[config.mk]
export PLATFORM = sky130hd
export DESIGN_NAME = ddr2_ref_arb_flat
export DESIGN_NICKNAME = d
export VERILOG_FILES = /design/src/rtl/ddr2_ref_arb_if.sv /design/src/rtl/ddr2_ref_arb.sv /design/src/flat_wrapper.sv
export SDC_FILE = /design/constraint.sdc
export NUM_CORES = 1
export LEC_CHECK = 0
export CORE_MARGIN = 1
export CORE_UTILIZATION = 50
export CTS_BUF_LIST = sky130_fd_sc_hd__clkbuf_2 sky130_fd_sc_hd__clkbuf_4 sky130_fd_sc_hd__clkbuf_8
export CTS_CLUSTER_SIZE = 40
export DETAILED_ROUTE_END_ITERATION = 10
export GPL_TIMING_DRIVEN = 0
export PLACE_DENSITY = 0.95
export SLEW_MARGIN = 10
export SYNTH_ARGS = -nofsm -noshare
export SYNTH_HDL_FRONTEND = slang
export SYNTH_SLANG_ARGS = --single-unit
[constraint.sdc]
create_clock -name ck -period 6.9 [get_ports ck]
set_clock_uncertainty 0.05 [all_clocks]
set_input_delay 1.38 -clock ck [delete_from_list [all_inputs] [get_ports ck]]
set_output_delay 1.38 -clock ck [all_outputs]
set_load 0.02 [all_outputs]
[src/rtl/ddr2_ref_arb_if.sv]
// Requester side of the DDR2 command-bus arbiter: two request/command channels
// and the one-hot grant returned to them.
interface ddr2_ref_arb_if #(
    parameter int ADDR_BITS = 13,
    parameter int BA_BITS   = 2
);
    // Handshake: requester i raises req_i and keeps it high for as long as it wants
    // the bus. It owns the bus, and its cmd/ba/addr go to the pins, while gnt[i] = 1.
    // It releases the bus by dropping req_i for at least one cycle. The bus is never
    // taken away, so an owner must release it when ref_urgent is high.
    logic                 req0;
    logic                 req1;
    logic [2:0]           cmd0;
    logic [2:0]           cmd1;
    logic [BA_BITS-1:0]   ba0;
    logic [BA_BITS-1:0]   ba1;
    logic [ADDR_BITS-1:0] addr0;
    logic [ADDR_BITS-1:0] addr1;
    logic [1:0]           gnt;

    modport master (output req0, req1, cmd0, cmd1, ba0, ba1, addr0, addr1, input gnt);
    modport slave  (input req0, req1, cmd0, cmd1, ba0, ba1, addr0, addr1, output gnt);
endinterface

[src/rtl/ddr2_ref_arb.sv]
// DDR2 command-bus arbiter with auto-refresh scheduler (PRECHARGE ALL + AUTO REFRESH).
// Define DDR2_REF_BURST_EN to issue all pending refreshes behind a single precharge.
module ddr2_ref_arb #(
    parameter int ADDR_BITS = 13,
    parameter int BA_BITS   = 2,
    parameter int T_REFI    = 1560,
    parameter int T_RP      = 3,
    parameter int T_RFC     = 26,
    parameter int MAX_PEND  = 8,
    parameter int URGENT_TH = 4
) (
    input  logic                 ck,
    input  logic                 rst_n,
    input  logic                 init_done,
    ddr2_ref_arb_if.slave        bus,
    output logic                 ref_busy,
    output logic                 ref_urgent,
    output logic [3:0]           ref_pend,
    output logic                 ddr2_cs_n,
    output logic                 ddr2_ras_n,
    output logic                 ddr2_cas_n,
    output logic                 ddr2_we_n,
    output logic [BA_BITS-1:0]   ddr2_ba,
    output logic [ADDR_BITS-1:0] ddr2_addr,
    output logic [2:0]           fsm_state
);

    // WAIT states last T_RP-1 / T_RFC-1 cycles, so both timings must be at least 2.
    localparam int REFI_W   = (T_REFI > 1) ? $clog2(T_REFI) : 1;
    localparam int WAIT_MAX = (T_RFC > T_RP) ? T_RFC : T_RP;
    localparam int WAIT_W   = $clog2(WAIT_MAX + 1);

    localparam logic [2:0] CMD_NOP = 3'b111;
    localparam logic [2:0] CMD_PRE = 3'b010;
    localparam logic [2:0] CMD_REF = 3'b001;

    typedef enum logic [2:0] {
        S_IDLE     = 3'd0,
        S_GRANT    = 3'd1,
        S_PRE      = 3'd2,
        S_WAIT_RP  = 3'd3,
        S_REF      = 3'd4,
        S_WAIT_RFC = 3'd5
    } state_t;

    state_t               state;
    state_t               state_nxt;
    logic [REFI_W-1:0]    refi_cnt;
    logic                 refi_wrap;
    logic [WAIT_W-1:0]    wait_cnt;
    logic                 owner;
    logic                 pick;
    logic                 any_req;
    logic                 owner_req;
    logic                 ref_issue;

    logic                 cs_nxt;
    logic [2:0]           cmd_nxt;
    logic [BA_BITS-1:0]   ba_nxt;
    logic [ADDR_BITS-1:0] addr_nxt;

    assign any_req   = bus.req0 | bus.req1;
    assign owner_req = owner ? bus.req1 : bus.req0;
    // owner doubles as "last owner": on a tie the other requester wins.
    assign pick      = (bus.req0 & bus.req1) ? ~owner : bus.req1;
    assign refi_wrap = init_done && (refi_cnt == REFI_W'(T_REFI - 1));
    assign ref_issue = (state == S_REF);

    always_ff @(posedge ck) begin
        if (!rst_n || !init_done) begin
            refi_cnt <= '0;
        end else if (refi_wrap) begin
            refi_cnt <= '0;
        end else begin
            refi_cnt <= refi_cnt + 1'b1;
        end
    end

    // A wrap coinciding with a REF cancels out.
    always_ff @(posedge ck) begin
        if (!rst_n) begin
            ref_pend <= '0;
        end else if (refi_wrap && !ref_issue) begin
            if (ref_pend != 4'(MAX_PEND)) begin
                ref_pend <= ref_pend + 1'b1;
            end
        end else if (ref_issue && !refi_wrap) begin
            if (ref_pend != '0) begin
                ref_pend <= ref_pend - 1'b1;
            end
        end
    end

    always_ff @(posedge ck) begin
        if (!rst_n) begin
            state    <= S_IDLE;
            wait_cnt <= '0;
            owner    <= 1'b1;
        end else begin
            state <= state_nxt;
            if (state_nxt == S_WAIT_RP && state != S_WAIT_RP) begin
                wait_cnt <= WAIT_W'(T_RP - 2);
            end else if (state_nxt == S_WAIT_RFC && state != S_WAIT_RFC) begin
                wait_cnt <= WAIT_W'(T_RFC - 2);
            end else if (wait_cnt != '0) begin
                wait_cnt <= wait_cnt - 1'b1;
            end
            if (state == S_IDLE && state_nxt == S_GRANT) begin
                owner <= pick;
            end
        end
    end

    always_comb begin
        state_nxt = state;
        case (state)
            S_IDLE: begin
                if (ref_pend != '0 && (!any_req || ref_urgent)) begin
                    state_nxt = S_PRE;
                end else if (any_req) begin
                    state_nxt = S_GRANT;
                end
            end
            S_GRANT: begin
                if (!owner_req) begin
                    state_nxt = S_IDLE;
                end
            end
            S_PRE: state_nxt = S_WAIT_RP;
            S_WAIT_RP: begin
                if (wait_cnt == '0) begin
                    state_nxt = S_REF;
                end
            end
            S_REF: state_nxt = S_WAIT_RFC;
            S_WAIT_RFC: begin
                if (wait_cnt == '0) begin
`ifdef DDR2_REF_BURST_EN
                    state_nxt = (ref_pend != '0) ? S_REF : S_IDLE;
`else
                    state_nxt = S_IDLE;
`endif
                end
            end
            default: state_nxt = S_IDLE;
        endcase
        if (!init_done) begin
            state_nxt = S_IDLE;
        end
    end

    // Pin values for the next cycle are decoded from the current state.
    always_comb begin
        cs_nxt   = 1'b1;
        cmd_nxt  = CMD_NOP;
        ba_nxt   = '0;
        addr_nxt = '0;
        case (state)
            S_GRANT: begin
                if (owner_req) begin
                    cs_nxt   = 1'b0;
                    cmd_nxt  = owner ? bus.cmd1  : bus.cmd0;
                    ba_nxt   = owner ? bus.ba1   : bus.ba0;
                    addr_nxt = owner ? bus.addr1 : bus.addr0;
                end
            end
            S_PRE: begin
                cs_nxt   = 1'b0;
                cmd_nxt  = CMD_PRE;
                addr_nxt = ADDR_BITS'(1) << 10;
            end
            S_REF: begin
                cs_nxt  = 1'b0;
                cmd_nxt = CMD_REF;
            end
            default: ;
        endcase
    end

    always_comb begin
        bus.gnt    = 2'b00;
        if (state == S_GRANT) begin
            bus.gnt = owner ? 2'b10 : 2'b01;
        end
        ref_busy   = (state == S_PRE) || (state == S_WAIT_RP) ||
                     (state == S_REF) || (state == S_WAIT_RFC);
        ref_urgent = (ref_pend >= 4'(URGENT_TH));
        fsm_state  = state;
    end

    always_ff @(posedge ck) begin
        if (!rst_n) begin
            ddr2_cs_n  <= 1'b1;
            ddr2_ras_n <= 1'b1;
            ddr2_cas_n <= 1'b1;
            ddr2_we_n  <= 1'b1;
            ddr2_ba    <= '0;
            ddr2_addr  <= '0;
        end else begin
            ddr2_cs_n  <= cs_nxt;
            ddr2_ras_n <= cmd_nxt[2];
            ddr2_cas_n <= cmd_nxt[1];
            ddr2_we_n  <= cmd_nxt[0];
            ddr2_ba    <= ba_nxt;
            ddr2_addr  <= addr_nxt;
        end
    end

endmodule
[src/flat_wrapper.sv]
// flat-port wrapper written by rule: the top's interface ports become plain ports
module ddr2_ref_arb_flat 
#(
    parameter int ADDR_BITS = 13,
    parameter int BA_BITS   = 2,
    parameter int T_REFI    = 1560,
    parameter int T_RP      = 3,
    parameter int T_RFC     = 26,
    parameter int MAX_PEND  = 8,
    parameter int URGENT_TH = 4
)
  (ck, rst_n, init_done, ref_busy, ref_urgent, ref_pend, ddr2_cs_n, ddr2_ras_n, ddr2_cas_n, ddr2_we_n, ddr2_ba, ddr2_addr, fsm_state, bus_req0, bus_req1, bus_cmd0, bus_cmd1, bus_ba0, bus_ba1, bus_addr0, bus_addr1, bus_gnt);
  ddr2_ref_arb_if #(.ADDR_BITS(ADDR_BITS), .BA_BITS(BA_BITS)) bus_i ();
  input  logic ck;
  input  logic rst_n;
  input  logic init_done;
  output logic ref_busy;
  output logic ref_urgent;
  output logic [3:0] ref_pend;
  output logic ddr2_cs_n;
  output logic ddr2_ras_n;
  output logic ddr2_cas_n;
  output logic ddr2_we_n;
  output logic [BA_BITS-1:0] ddr2_ba;
  output logic [ADDR_BITS-1:0] ddr2_addr;
  output logic [2:0] fsm_state;
  input wire logic [$bits(bus_i.req0)-1:0] bus_req0;
  input wire logic [$bits(bus_i.req1)-1:0] bus_req1;
  input wire logic [$bits(bus_i.cmd0)-1:0] bus_cmd0;
  input wire logic [$bits(bus_i.cmd1)-1:0] bus_cmd1;
  input wire logic [$bits(bus_i.ba0)-1:0] bus_ba0;
  input wire logic [$bits(bus_i.ba1)-1:0] bus_ba1;
  input wire logic [$bits(bus_i.addr0)-1:0] bus_addr0;
  input wire logic [$bits(bus_i.addr1)-1:0] bus_addr1;
  output wire logic [$bits(bus_i.gnt)-1:0] bus_gnt;
  assign bus_i.req0 = bus_req0;
  assign bus_i.req1 = bus_req1;
  assign bus_i.cmd0 = bus_cmd0;
  assign bus_i.cmd1 = bus_cmd1;
  assign bus_i.ba0 = bus_ba0;
  assign bus_i.ba1 = bus_ba1;
  assign bus_i.addr0 = bus_addr0;
  assign bus_i.addr1 = bus_addr1;
  assign bus_gnt = bus_i.gnt;
  ddr2_ref_arb #(.ADDR_BITS(ADDR_BITS), .BA_BITS(BA_BITS), .T_REFI(T_REFI), .T_RP(T_RP), .T_RFC(T_RFC), .MAX_PEND(MAX_PEND), .URGENT_TH(URGENT_TH)) u_core (.ck(ck), .rst_n(rst_n), .init_done(init_done), .bus(bus_i), .ref_busy(ref_busy), .ref_urgent(ref_urgent), .ref_pend(ref_pend), .ddr2_cs_n(ddr2_cs_n), .ddr2_ras_n(ddr2_ras_n), .ddr2_cas_n(ddr2_cas_n), .ddr2_we_n(ddr2_we_n), .ddr2_ba(ddr2_ba), .ddr2_addr(ddr2_addr), .fsm_state(fsm_state));
endmodule
==> results by group <==
Critical path
  • R2R cell count: 9
  • Crit start category: flop
  • Setup CP Type: reg -> out
  • R2R Setup Slk: 4.07 ns
  • Reg2reg start: u_core.fsm_state[2]$_SDFF_PN0_
  • Critical Path Sink Type: output pin
  • Max FO, Critical Path: 10
  • Crit path launch: u_core.owner$_SDFFE_PN1P_
  • Worst reg2reg path endpoint: u_core.ref_pend[3]$_SDFFE_PN0P_
  • Required time of the critical path: 5.47 ns
  • Crit path DAT: 2.16 ns

Detailed routing
  • # DRC: 0
  • Post-DRT Antenna Nets: 0
  • Via density: 5.50
  • Wire length per cell: 15.3 um
  • Total iterations of the first detailed-routing run: 4
  • Total number of vias: 1953
  • DRT iter0 DRCs: 109
  • Detailed Route WL: 5440 um

Layout
  • FILL cells: 270
  • Layout cells sized above 1: 0.0619
  • ANT cells: 0
  • Syn-to-layout area delta: 41.1%
  • Final nets: 353

Logic synthesis
  • Yosys reg bits: 43
  • Top cells by count, synth: dfxtp_1 (43), nor2_1 (38), mux2i_1 (18)
  • Synth unique cells: 42
  • Prevailing post-synth register cell: dfxtp_1
  • Post-synth EDFFs: 0
  • Syn avg cell area: 8.93 um^2
  • Seq/Total Area, Yosys: 0.419
  • Top-count cell post-synth: dfxtp_1
  • Post-Syn Area: 2050 um^2
  • Synth warnings: 0
  • Largest cells by area after synthesis: dfxtp_1 (42%), mux2i_1 (8.8%), nor2_1 (6.9%)
  • Gate Count Post-Synth: 230
  • Synthesized net count: 277
  • Post-synth top area share: 0.419
  • Asr flop ratio synth: 0
  • Dominant cell type by area after synthesis: dfxtp_1

Timing
  • Final Worst Setup Slack: 3.31 ns
  • Period utilization: 0.520
  • F_max: 279 MHz
  • Max-slew headroom: 0.534
  • Max-slew violation count: 0
  • RSZ-0062 raised after global routing: no
  • Final Critical Period: 3.59 ns
  • Slew @ Worst Pin: 0.700 ns
  • Final setup fails: 0
  • Fin Setup TNS: 0 ns
  • Final Hold Viols: 0

Floorplanning
  • Initial Utilization: 0.541
  • Die area: 4370 um^2
  • Core Box Area: 3800 um^2
  • Cell Rows: 22
  • Die Ht: 66.1 um
  • I/O pin cnt: 71
  • Die width: 66.1 um

Pwr
  • Psw: 182 uW
  • Leak: 0.00119 uW
  • Seq pwr share: 0.468
  • Power Dens Cells: 205 nW/um^2
  • Cell Int Power: 413 uW
  • Comb pwr share: 0.250
  • Net Sw Frac: 0.305
  • Clock network power share: 0.282
  • Maximum vdd drop: 176 uV

Clocking
  • Setup bufs post-CTS: 0
  • Clock latency on the worst-skew pair: 0.31 ns
  • Clk slew on worst S/H paths: 0.09 ns
  • Max Buffers Root-to-Sink: 2
  • Clock buffer count from CTS: 5
  • CTS tree: built
  • CTS Sinks: 43
  • Post-CTS Hold Buffers: 0
  • Cts repair resizes: 0
  • H-Tree Depth: 2
  • Root Buffer: clkbuf_8

Flow run
  • Max cap viols: 0

Hold path
  • Hold path startpoint: u_core.refi_cnt[0]$_SDFF_PP0_
  • Worst hold path depth: 1
  • Hold EP: u_core.refi_cnt[0]$_SDFF_PP0_
  • Hold Crit Class: reg -> reg

GRT
  • Initial antenna violation count: 0
  • First-pass GRT wire length: 8210 um
  • GR Overflow Total: 0
  • All-Layer GR Usage: 0.255
  • Vias in the first global route: 1816
  • Largest net degree at the start of global routing: 16

Placed design
  • RePlAce Congestion: 0.891
  • IO Port Bufs: 69
  • HPWL Detailed: 3980 um
  • Worst slack at placement: 3.12 ns

Run status
  • Status: complete, no violations
-- power groups by stage --
stage | clock network [uW] | registers, uW | logic (uW)
6_report | 168 | 279 | 149
5_1_grt | 180 | 281 | 164
4_1_cts | 167 | 279 | 150
3_5_place_dp | 0 | 284 | 146
3_3_place_gp | 0 | 283 | 140
2_1_floorplan | 0 | 284 | 94.5
-- routing by layer --
layer | GRT usage | wire [um] | part of all wire | vias up
li1 | - | - | - | 950
met1 | 0.280 | 2220 | 0.41 | 937
met2 | 0.453 | 2890 | 0.53 | 56
met3 | 0.0638 | 218 | 0.040 | 10
met4 | 0.120 | 110 | 0.020 | 0
met5 | 0 | 0 | 0 | -
-- final cells by class --
cell class,instances,area (um^2),area share
Timing Repair Buffer,69,691,0.238
Inverter,7,26.3,0.00907
Sequential cell,43,861,0.297
Multi-Input combinational cell,170,1120,0.388
Clock inverter,3,23.8,0.00821
Tap cell,48,60.1,0.0207
Clock buffer,5,68.8,0.0238
Buffer,10,41.3,0.0143
-- worst max-delay path by stage --
stage	end	slack, ns	depth (start not counted)
2_1_floorplan	u_core.ref_pend[3]$_SDFFE_PN0P_	3.87	8
3_3_place_gp	u_core.ref_pend[3]$_SDFFE_PN0P_	3.17	9
3_5_place_dp	u_core.ref_pend[3]$_SDFFE_PN0P_	3.12	9
4_1_cts	bus_gnt[1]	3.32	4
5_1_grt	bus_gnt[1]	3.20	4
6_report	bus_gnt[1]	3.31	4
-- cells in the final DEF, fill, tap and decap left out, types with 2 or more instances in the layout --
| master | n |
|---|---|
| mux2_2 | 4 |
| clkbuf_8 | 5 |
| inv_1 | 7 |
| nor3_1 | 7 |
| and3_1 | 5 |
| nor3b_1 | 2 |
| ha_1 | 5 |
| and2_1 | 2 |
| clkdlybuf4s50_1 | 69 |
| or3b_1 | 2 |
| a31oi_1 | 2 |
| nor2_1 | 38 |
| nand2_1 | 16 |
| nand3_1 | 11 |
| buf_2 | 3 |
| xor2_1 | 7 |
| clkinvlp_4 | 2 |
| nor2b_1 | 2 |
| nand4_1 | 4 |
| dfxtp_1 | 43 |
| a21oi_1 | 8 |
| a211oi_1 | 2 |
| o21ai_0 | 7 |
| o21a_1 | 3 |
| clkbuf_1 | 7 |
| mux2i_1 | 18 |
| xnor2_1 | 6 |
| o31ai_1 | 2 |
-- flip-flops by register name (all words and copies together) (netlist names) --
name               cells
u_core.ref_pend        4
u_core.wait_cnt        5
u_core.refi_cnt       11
u_core.ddr2_we_n       1
u_core.owner           1
u_core.ddr2_cas_n      1
u_core.ddr2_cs_n       1
u_core.fsm_state       3
u_core.ddr2_ba         2
u_core.ddr2_addr      13
u_core.ddr2_ras_n      1
-- stage by stage --
step                 util  hold WS, ns  total power [uW]  instances  instance area, um^2
finish              0.763        0.408               595        355                 2900
detailed placement  0.738        0.397               430        347                 2800
global route        0.763        0.448               625        355                 2900
CTS                 0.763        0.412               595        355                 2900
floorplan               -        0.368               379        230                 2050
global placement    0.738        0.380               422        347                 2800
-- critical path, stage by stage (launching register included) --
cell and delay [ns]:
dfxtp_1 0.31, buf_2 0.16, clkbuf_1 0.51, and3_1 0.26, clkdlybuf4s50_1 0.62
-- cell families (layout without fill, tap and decap cells) --
group | after synthesis | in the layout | synth area share
compound gates | 30 | 30 | 0.0920
xor+xnor | 13 | 13 | 0.0555
fa+ha+maj | 6 | 6 | 0.0402
buf+inv | 17 | 94 | 0.0329
flops | 43 | 43 | 0.419
mux | 22 | 22 | 0.110
simple gates | 99 | 99 | 0.250
Note: power is estimated with default switching activity, not from simulation.
